[config.mk]
export PLATFORM = sky130hd
export DESIGN_NAME = mem_arbiter
export DESIGN_NICKNAME = d
export VERILOG_FILES = /design/src/rtl/mem_arbiter_pkg.sv /design/src/rtl/rr_arb2.sv /design/src/rtl/mem_arbiter.sv
export SDC_FILE = /design/constraint.sdc
export NUM_CORES = 1
export LEC_CHECK = 0
export CORE_AREA = 3 3 532 534
export DETAILED_ROUTE_END_ITERATION = 7
export DIE_AREA = 0 0 535 537
export MAX_ROUTING_LAYER = met4
export PLACE_DENSITY = 0.32
export SLEW_MARGIN = 20
export SYNTH_ARGS = -nofsm -noshare
export SYNTH_HDL_FRONTEND = slang
export SYNTH_SLANG_ARGS = --single-unit
export TNS_END_PERCENT = 20
[constraint.sdc]
create_clock -name clk -period 1.8 [get_ports clk]
set_input_delay 0.18 -clock clk [delete_from_list [all_inputs] [get_ports clk]]
set_output_delay 0.18 -clock clk [all_outputs]
set_load 0.02 [all_outputs]
[src/rtl/mem_arbiter_pkg.sv]
// Shared sizes and FSM encoding for the instruction/data cache memory arbiter.
package mem_arbiter_pkg;

  localparam int unsigned WORD_SIZE        = 32;
  localparam int unsigned BLOCK_SIZE       = 256;
  localparam int unsigned CACHE_OFFSET_LEN = 5;

  // Requester index: bit 0 of the request vector is the icache, bit 1 the dcache.
  localparam logic PORT_I = 1'b0;
  localparam logic PORT_D = 1'b1;

  typedef enum logic [1:0] {
    ST_IDLE = 2'b00,
    ST_XFER = 2'b01,
    ST_RESP = 2'b10
  } state_t;

endpackage

[src/rtl/rr_arb2.sv]
// Two-way round-robin arbiter: picks a single requester, favouring the one not served last.
module rr_arb2 (
  input  logic [1:0] req,
  input  logic       last,
  output logic [1:0] grant
);

  // One-hot grant; on a tie the port that was not served last wins.
  always_comb begin
    grant = '0;
    if (req == 2'b11) begin
      grant = (last == 1'b1) ? 2'b01 : 2'b10;
    end else begin
      grant = req;
    end
  end

endmodule

[src/rtl/mem_arbiter.sv]
// Shares the block-wide backing memory between the icache refill path and the
// dcache refill/write-back path, one fixed-latency transfer at a time.
module mem_arbiter
  import mem_arbiter_pkg::*;
#(
  parameter int unsigned MEM_LAT = 4,
  parameter int unsigned AW      = WORD_SIZE,
  parameter int unsigned BW      = BLOCK_SIZE
) (
  input  logic          clk,
  input  logic          rst_n,
  input  logic          i_req,
  input  logic [AW-1:0] i_addr,
  output logic          i_ack,
  output logic [BW-1:0] i_rdata,
  input  logic          d_req,
  input  logic          d_we,
  input  logic [AW-1:0] d_addr,
  input  logic [BW-1:0] d_wdata,
  output logic          d_ack,
  output logic [BW-1:0] d_rdata,
  output logic [AW-1:0] mem_addr,
  output logic          mem_rd,
  output logic          mem_wr,
  output logic [BW-1:0] mem_wdata,
  input  logic [BW-1:0] mem_rdata,
  output logic          busy
);

  localparam int unsigned   CW         = $clog2(MEM_LAT + 1);
  localparam logic [AW-1:0] ALIGN_MASK = {{(AW - CACHE_OFFSET_LEN){1'b1}},
                                          {CACHE_OFFSET_LEN{1'b0}}};

  state_t          state, state_nxt;
  logic [CW-1:0]   cnt;
  logic            owner;
  logic            last;
  logic            we_q;
  logic [AW-1:0]   addr_q;
  logic [BW-1:0]   wdata_q;
  logic [BW-1:0]   i_rdata_q;
  logic [BW-1:0]   d_rdata_q;
  logic [1:0]      grant;
  logic            xfer_done;

  rr_arb2 u_arb (
    .req   ({d_req, i_req}),
    .last  (last),
    .grant (grant)
  );

  assign xfer_done = (state == ST_XFER) && (cnt == '0);

  // State register.
  always_ff @(posedge clk or negedge rst_n) begin
    if (!rst_n) state <= ST_IDLE;
    else        state <= state_nxt;
  end

  // Next-state: grant from IDLE, count out XFER, one RESP cycle.
  always_comb begin
    state_nxt = state;
    case (state)
      ST_IDLE: if (|grant)   state_nxt = ST_XFER;
      ST_XFER: if (xfer_done) state_nxt = ST_RESP;
      ST_RESP:               state_nxt = ST_IDLE;
      default:               state_nxt = ST_IDLE;
    endcase
  end

  // Latch the winner's transfer on grant and run the latency counter.
  always_ff @(posedge clk or negedge rst_n) begin
    if (!rst_n) begin
      cnt     <= '0;
      owner   <= PORT_I;
      last    <= PORT_I;
      we_q    <= 1'b0;
      addr_q  <= '0;
      wdata_q <= '0;
    end else begin
      if (state == ST_IDLE && (|grant)) begin
        owner  <= grant[1];
        last   <= grant[1];
        we_q   <= grant[1] & d_we;
        addr_q <= (grant[1] ? d_addr : i_addr) & ALIGN_MASK;
        if (grant[1]) wdata_q <= d_wdata;
        cnt    <= CW'(MEM_LAT - 1);
      end else if (state == ST_XFER && cnt != '0) begin
        cnt <= cnt - 1'b1;
      end
    end
  end

  // Capture read data into the winner's register at the edge leaving XFER.
  always_ff @(posedge clk or negedge rst_n) begin
    if (!rst_n) begin
      i_rdata_q <= '0;
      d_rdata_q <= '0;
    end else if (xfer_done && !we_q) begin
      if (owner == PORT_D) d_rdata_q <= mem_rdata;
      else                 i_rdata_q <= mem_rdata;
    end
  end

  // Outputs decoded from the state register so reset clears them asynchronously.
  always_comb begin
    mem_rd = (state == ST_XFER) && !we_q;
    mem_wr = (state == ST_XFER) &&  we_q;
    i_ack  = (state == ST_RESP) && (owner == PORT_I);
    d_ack  = (state == ST_RESP) && (owner == PORT_D);
    busy   = (state != ST_IDLE);
  end

  assign mem_addr  = addr_q;
  assign mem_wdata = wdata_q;
  assign i_rdata   = i_rdata_q;
  assign d_rdata   = d_rdata_q;

endmodule
# Word-level counts from Yosys, hierarchy flattened
# Cells that the tools add are included.
# totals
ff_bits,802
# classes
addsub,1
n_eq_ne,5
mux,8
n_bitwise,2
n_reduce_logical,19
# ops
operator,n
two-way mux 32 bit,1
logical AND 1 bit,8
two-way mux 2 bit,4
AND reduction 2 bit,4
two-way mux 3 bit,2
"equality test 2 bit, second input constant",2
case mux 2 bit (2 select lines),1
nonzero test 2 bit,2
logical NOT 3 bit,1
nonzero test 3 bit,1
"subtractor 3 x 1 -> 3 bit, second input constant",1
"equality test 2 x 1 -> 1 bit, second input constant",1
logical NOT 2 bit,1
"!= test 2 x 1 -> 1 bit, second input constant",1
"!= test 2 bit, second input constant",1
OR reduction 2 bit,1
AND 1 bit,1
logical NOT 1 bit,1
inverter 1 bit,1

# Longest topological paths before layout
# logic_depth
word_depth,5
depth_mapped,8

# Cells and area by module
# A second synthesis with hierarchy kept.
# hier_totals
hier_cells,1789
area_unflattened_um2,31293.8
# modules_own_cells
module,instances,cells_each,area_per_inst_um2
mem_arbiter,1,1786,31275.0
rr_arb2,1,3,18.8

# Worst setup path before layout
# Ideal clock, no wire load.
# synth_timing
path_type,reg-to-reg
start,register state[1]
end,register d_rdata_q[215] (netlist: d_rdata[215])
setup_ps,125
t_arrival_ps,1744
required_time_ps,1675
slack_ps,-68
path_stages_with_launch,7
n_path_buf,3
cell_sequence,dfrtp_1 nor3b_2 and3_1 buf_4 buf_6 buf_6 mux2_2
# synth_between
elab_chain_cells,4
# synth_rtl
item,line_no,source
from (decl),mem_arbiter.sv:34,"state_t state, state_nxt;"
from (signal assigned),mem_arbiter.sv:57,else state <= state_nxt;
equality test 2 x 1 -> 1 bit,mem_arbiter.sv:52,assign xfer_done = (state == ST_XFER) && (cnt == '0);
logical AND 1 bit,mem_arbiter.sv:52,
logical AND 1 bit,mem_arbiter.sv:99,end else if (xfer_done && !we_q) begin
AND reduction 2 bit (no line),-,
to (signal assigned),mem_arbiter.sv:100,if (owner == PORT_D) d_rdata_q <= mem_rdata;
to (decl),mem_arbiter.sv:42,logic [BW-1:0] d_rdata_q;
# Every way passes these cells.
# A chain may end at the register's enable or synchronous reset.

# Worst setup path after layout
# layout_timing
start,register cnt[0]
end,register i_rdata_q[196] (netlist: i_rdata[196])
# layout_between
elab_chain_cells,4
# layout_rtl
item,line_no,source
from (decl),mem_arbiter.sv:35,logic [CW-1:0] cnt;
from (signal assigned),mem_arbiter.sv:87,cnt <= CW'(MEM_LAT - 1);
from (signal assigned),mem_arbiter.sv:89,cnt <= cnt - 1'b1;
logical NOT 3 bit,mem_arbiter.sv:52,
logical AND 1 bit,mem_arbiter.sv:52,
logical AND 1 bit,mem_arbiter.sv:99,
AND reduction 2 bit (no line),-,
to (signal assigned),mem_arbiter.sv:101,else i_rdata_q <= mem_rdata;
to (decl),mem_arbiter.sv:41,logic [BW-1:0] i_rdata_q;
# Every way passes these cells.

==> reports/results.ini <==
[critical_path]
crit_path_end_kind = flip-flop
path_cells = inv_2 > ha_4 > nor2b_4 > nand3b_1 > buf_12 > buf_12 > buf_12 > buf_12 > buf_16 > mux2_2
crit_family = buffers and inverters
cp-startpoint = cnt[0]
slowest_stage = dfrtp_1
cp.buffers_inverters = 6
path_common_cell = buf_12
cp-start-kind = flip-flop
path_class = reg2reg
slowest_delay_ps = 390
critPathMaxFanout = 5
cp.required_ps = 2470
r2r-start = cnt[0]
cp.arrival_ps = 2690
r2r_setup_slack_ps = -220

[layout]
multi_input_area_um2 = 9950
areaGrowthSynthToFinish_pct = 93.9
final_util_pct = 21.2
ff_latch_area_um2 = 20100
drive_gt1_share_pct = 37.6
fin_nets = 4379
n_fill_cell = 29900

[synth]
synth_most_common_cell = dfrtp_1
synth_seq_cells = 802
synthTopCellsByArea = dfrtp_1, mux2_2, mux2_1
yosys-top-cells-count = dfrtp_1, mux2_2, mux2_1
synth_cells = 1753
async_flop_share_pct = 100
ys.warnings.count = 0
synth_edf_count = 0
synth_top_area_cell = dfrtp_1
avgSynthCellArea_um2 = 17.4
synthDistinctLibCells = 32
yosys.area.top_type_share_pct = 65.7
seq_area_frac_synth_pct = 65.7
synth_area_um2 = 30600
synth_ff_type = dfrtp_1

[clock_network]
cts_tree = built
cts.htree.levels = 3
root_buffer = clkbuf_16
cts_buffer_depth = 4
clk_latency_ps = 820
path_clk_slew_ps = 60
cts_buffers = 111
cts_sinks = 802

[detailed_routing]
ant_nets = 0
via_per_inst = 3.15
drc = 0
vias = 24200
drt_iter0_drc = 844
wl_per_cell_um = 27.3
wl_um = 210000
dr.pass1.iters = 4

[min_path]
min_path_type = in2reg
min_from = mem_rdata[200]

[global_route]
grt-ovfl-total = 0
grt_pass1_vias = 26100
grt_pass1_wl_um = 266000
grtUsageTotal_pct = 14.3
grt_max_degree = 87
grt_antenna_before_repair = 131

[sta]
setup_viol = 1068
fin_ws_ps = -222
rsz0062_at_grt = true
whs_ps = 95.3
drv_slew = 0
final_hold_viol_count = 0
fmaxAchievable_ghz = 0.495
min_period_ps = 2020
min_period_over_period_pct = 112
worstMarginPinSlew_ps = 569
tns_ps = -134490
fin_worst_skew_ps = 33.6
slew_headroom_pct = 62.1

[placed_design]
dp_hpwl_um = 175000
place.port_buffers = 1370
gp_congestion = 0.912

[status]
violations = setup timing
run_status = finished with violations

[job]
cap_violations = 0

[pwr]
pwr-share-comb_pct = 48.8
cellLeakagePower_nw = 25.4
seqPwrFrac_pct = 30.4
power.share.clock_pct = 20.8
ir_worst_vdd_mv = 0.888
swShare_pct = 40.2
p_switching_mw = 43.8
power_density_nw_per_um2 = 1840
intPower_mw = 65.3

[floorplan]
initial_core_util_pct = 11.0
ios = 1386
die_w_um = 535
core.rowCount = 194
fp.dieH_um = 537
die_area_um2 = 287000
coreArea_um2 = 279000

[per-layer routing]
| metal | GRT usage [%] | vias up | part of all wire [%] |
|---|---|---|---|
| li1 | - | 10500 | - |
| met1 | 16.1 | 12300 | 41 |
| met2 | 23.2 | 1097 | 47 |
| met3 | 6.33 | 252 | 10 |
| met4 | 3.07 | 0 | 2.4 |
| met5 | - | - | 0 |
[layout make-up]
| type | instances | share of cell area (%) |
|---|---|---|
| clock buffer | 159 | 5.28 |
| clock inverter | 38 | 0.910 |
| inverter | 4 | 0.0253 |
| sequential | 802 | 33.9 |
| tap | 3724 | 7.86 |
| antenna | 83 | 0.351 |
| timing repair buffer | 2023 | 34.8 |
| multi-input combinational | 854 | 16.8 |
[sequential cells by signal, summed over array words and instances, names as in the netlist]
register,cells
d_rdata,256
state,2
cnt,3
we_q,1
i_rdata,256
last,1
mem_addr,27
mem_wdata,256
[through the flow]
step | setup WS (ps) | instances | power (mW) | cell area [um2]
4_1_cts | -344 | 7574 | 110 | 57700
6_report | -222 | 7687 | 109 | 59200
3_3_place_gp | -532 | 6903 | 86.8 | 49500
2_1_floorplan | 5.18 | 1757 | 54.0 | 30600
3_5_place_dp | -538 | 6903 | 86.9 | 49500
5_1_grt | -327 | 7671 | 115 | 59200
[placed cells by master, fill, tap and decap left out, types with 11 or more instances in the layout]
cell and n:
buf_12 59, bufinv_16 11, dlymetal6s2s_1 127, mux2_1 173
mux2_4 108, dfrtp_1 767, mux2_2 541, dfrtp_2 35
buf_6 11, clkdlybuf4s15_2 169, buf_2 155, clkdlybuf4s50_1 843
clkinv_2 15, clkbuf_1 31, clkbuf_16 124, diode_2 83
clkbuf_8 17, dlygate4sd3_1 456, buf_4 169
[logic make-up (layout without fill, tap and decap cells)]
| family | after synthesis | after routing | synth area share, % |
|---|---|---|---|
| compound gates | 9 | 9 | 0.221 |
| fa+ha+maj | 2 | 2 | 0.0819 |
| buf+inv | 101 | 2224 | 3.33 |
| flops | 802 | 802 | 65.7 |
| mux | 822 | 822 | 30.3 |
| other cells | 1 | 88 | 0.0123 |
| simple gates | 16 | 16 | 0.385 |
[worst register-to-register path, stage by stage (launching register included)]
cell	delay, ps
dfrtp_1	390
inv_2	90
ha_4	140
nor2b_4	140
nand3b_1	150
buf_12	180
buf_12	140
buf_12	140
buf_12	130
buf_16	140
mux2_2	270
[timing repair]
action	4_1_cts	5_1_grt
hold buffers	456	0
setup buffers	13	19
gates resized for setup	1329	279
pin swaps	4	4
setup endpoints to repair	1531	1201
cloned	5	14
hold endpoints to repair	1412	0
[final timing paths]
kind / to / depth (start not counted)
setup / recovery: i_rdata[196] / 10
hold / removal: d_rdata[200] / 2
setup reg to reg: i_rdata[196] / 10
hold reg to reg: mem_wdata[74] / 1
max in group asynchronous: mem_wdata[70] / 4
min in group asynchronous: i_rdata[61] / 3
[power groups by stage]
stage                     registers, mW  clock network (mW)  logic [mW]
after floorplan                    42.7                   0        11.3
after global placement             33.3                   0        53.5
after detailed placement           33.5                   0        53.5
after CTS                          33.3                23.8        53.0
after global routing               34.3                24.4        55.9
final                              33.2                22.7        53.3
Note: power is estimated with default switching activity, not from simulation.
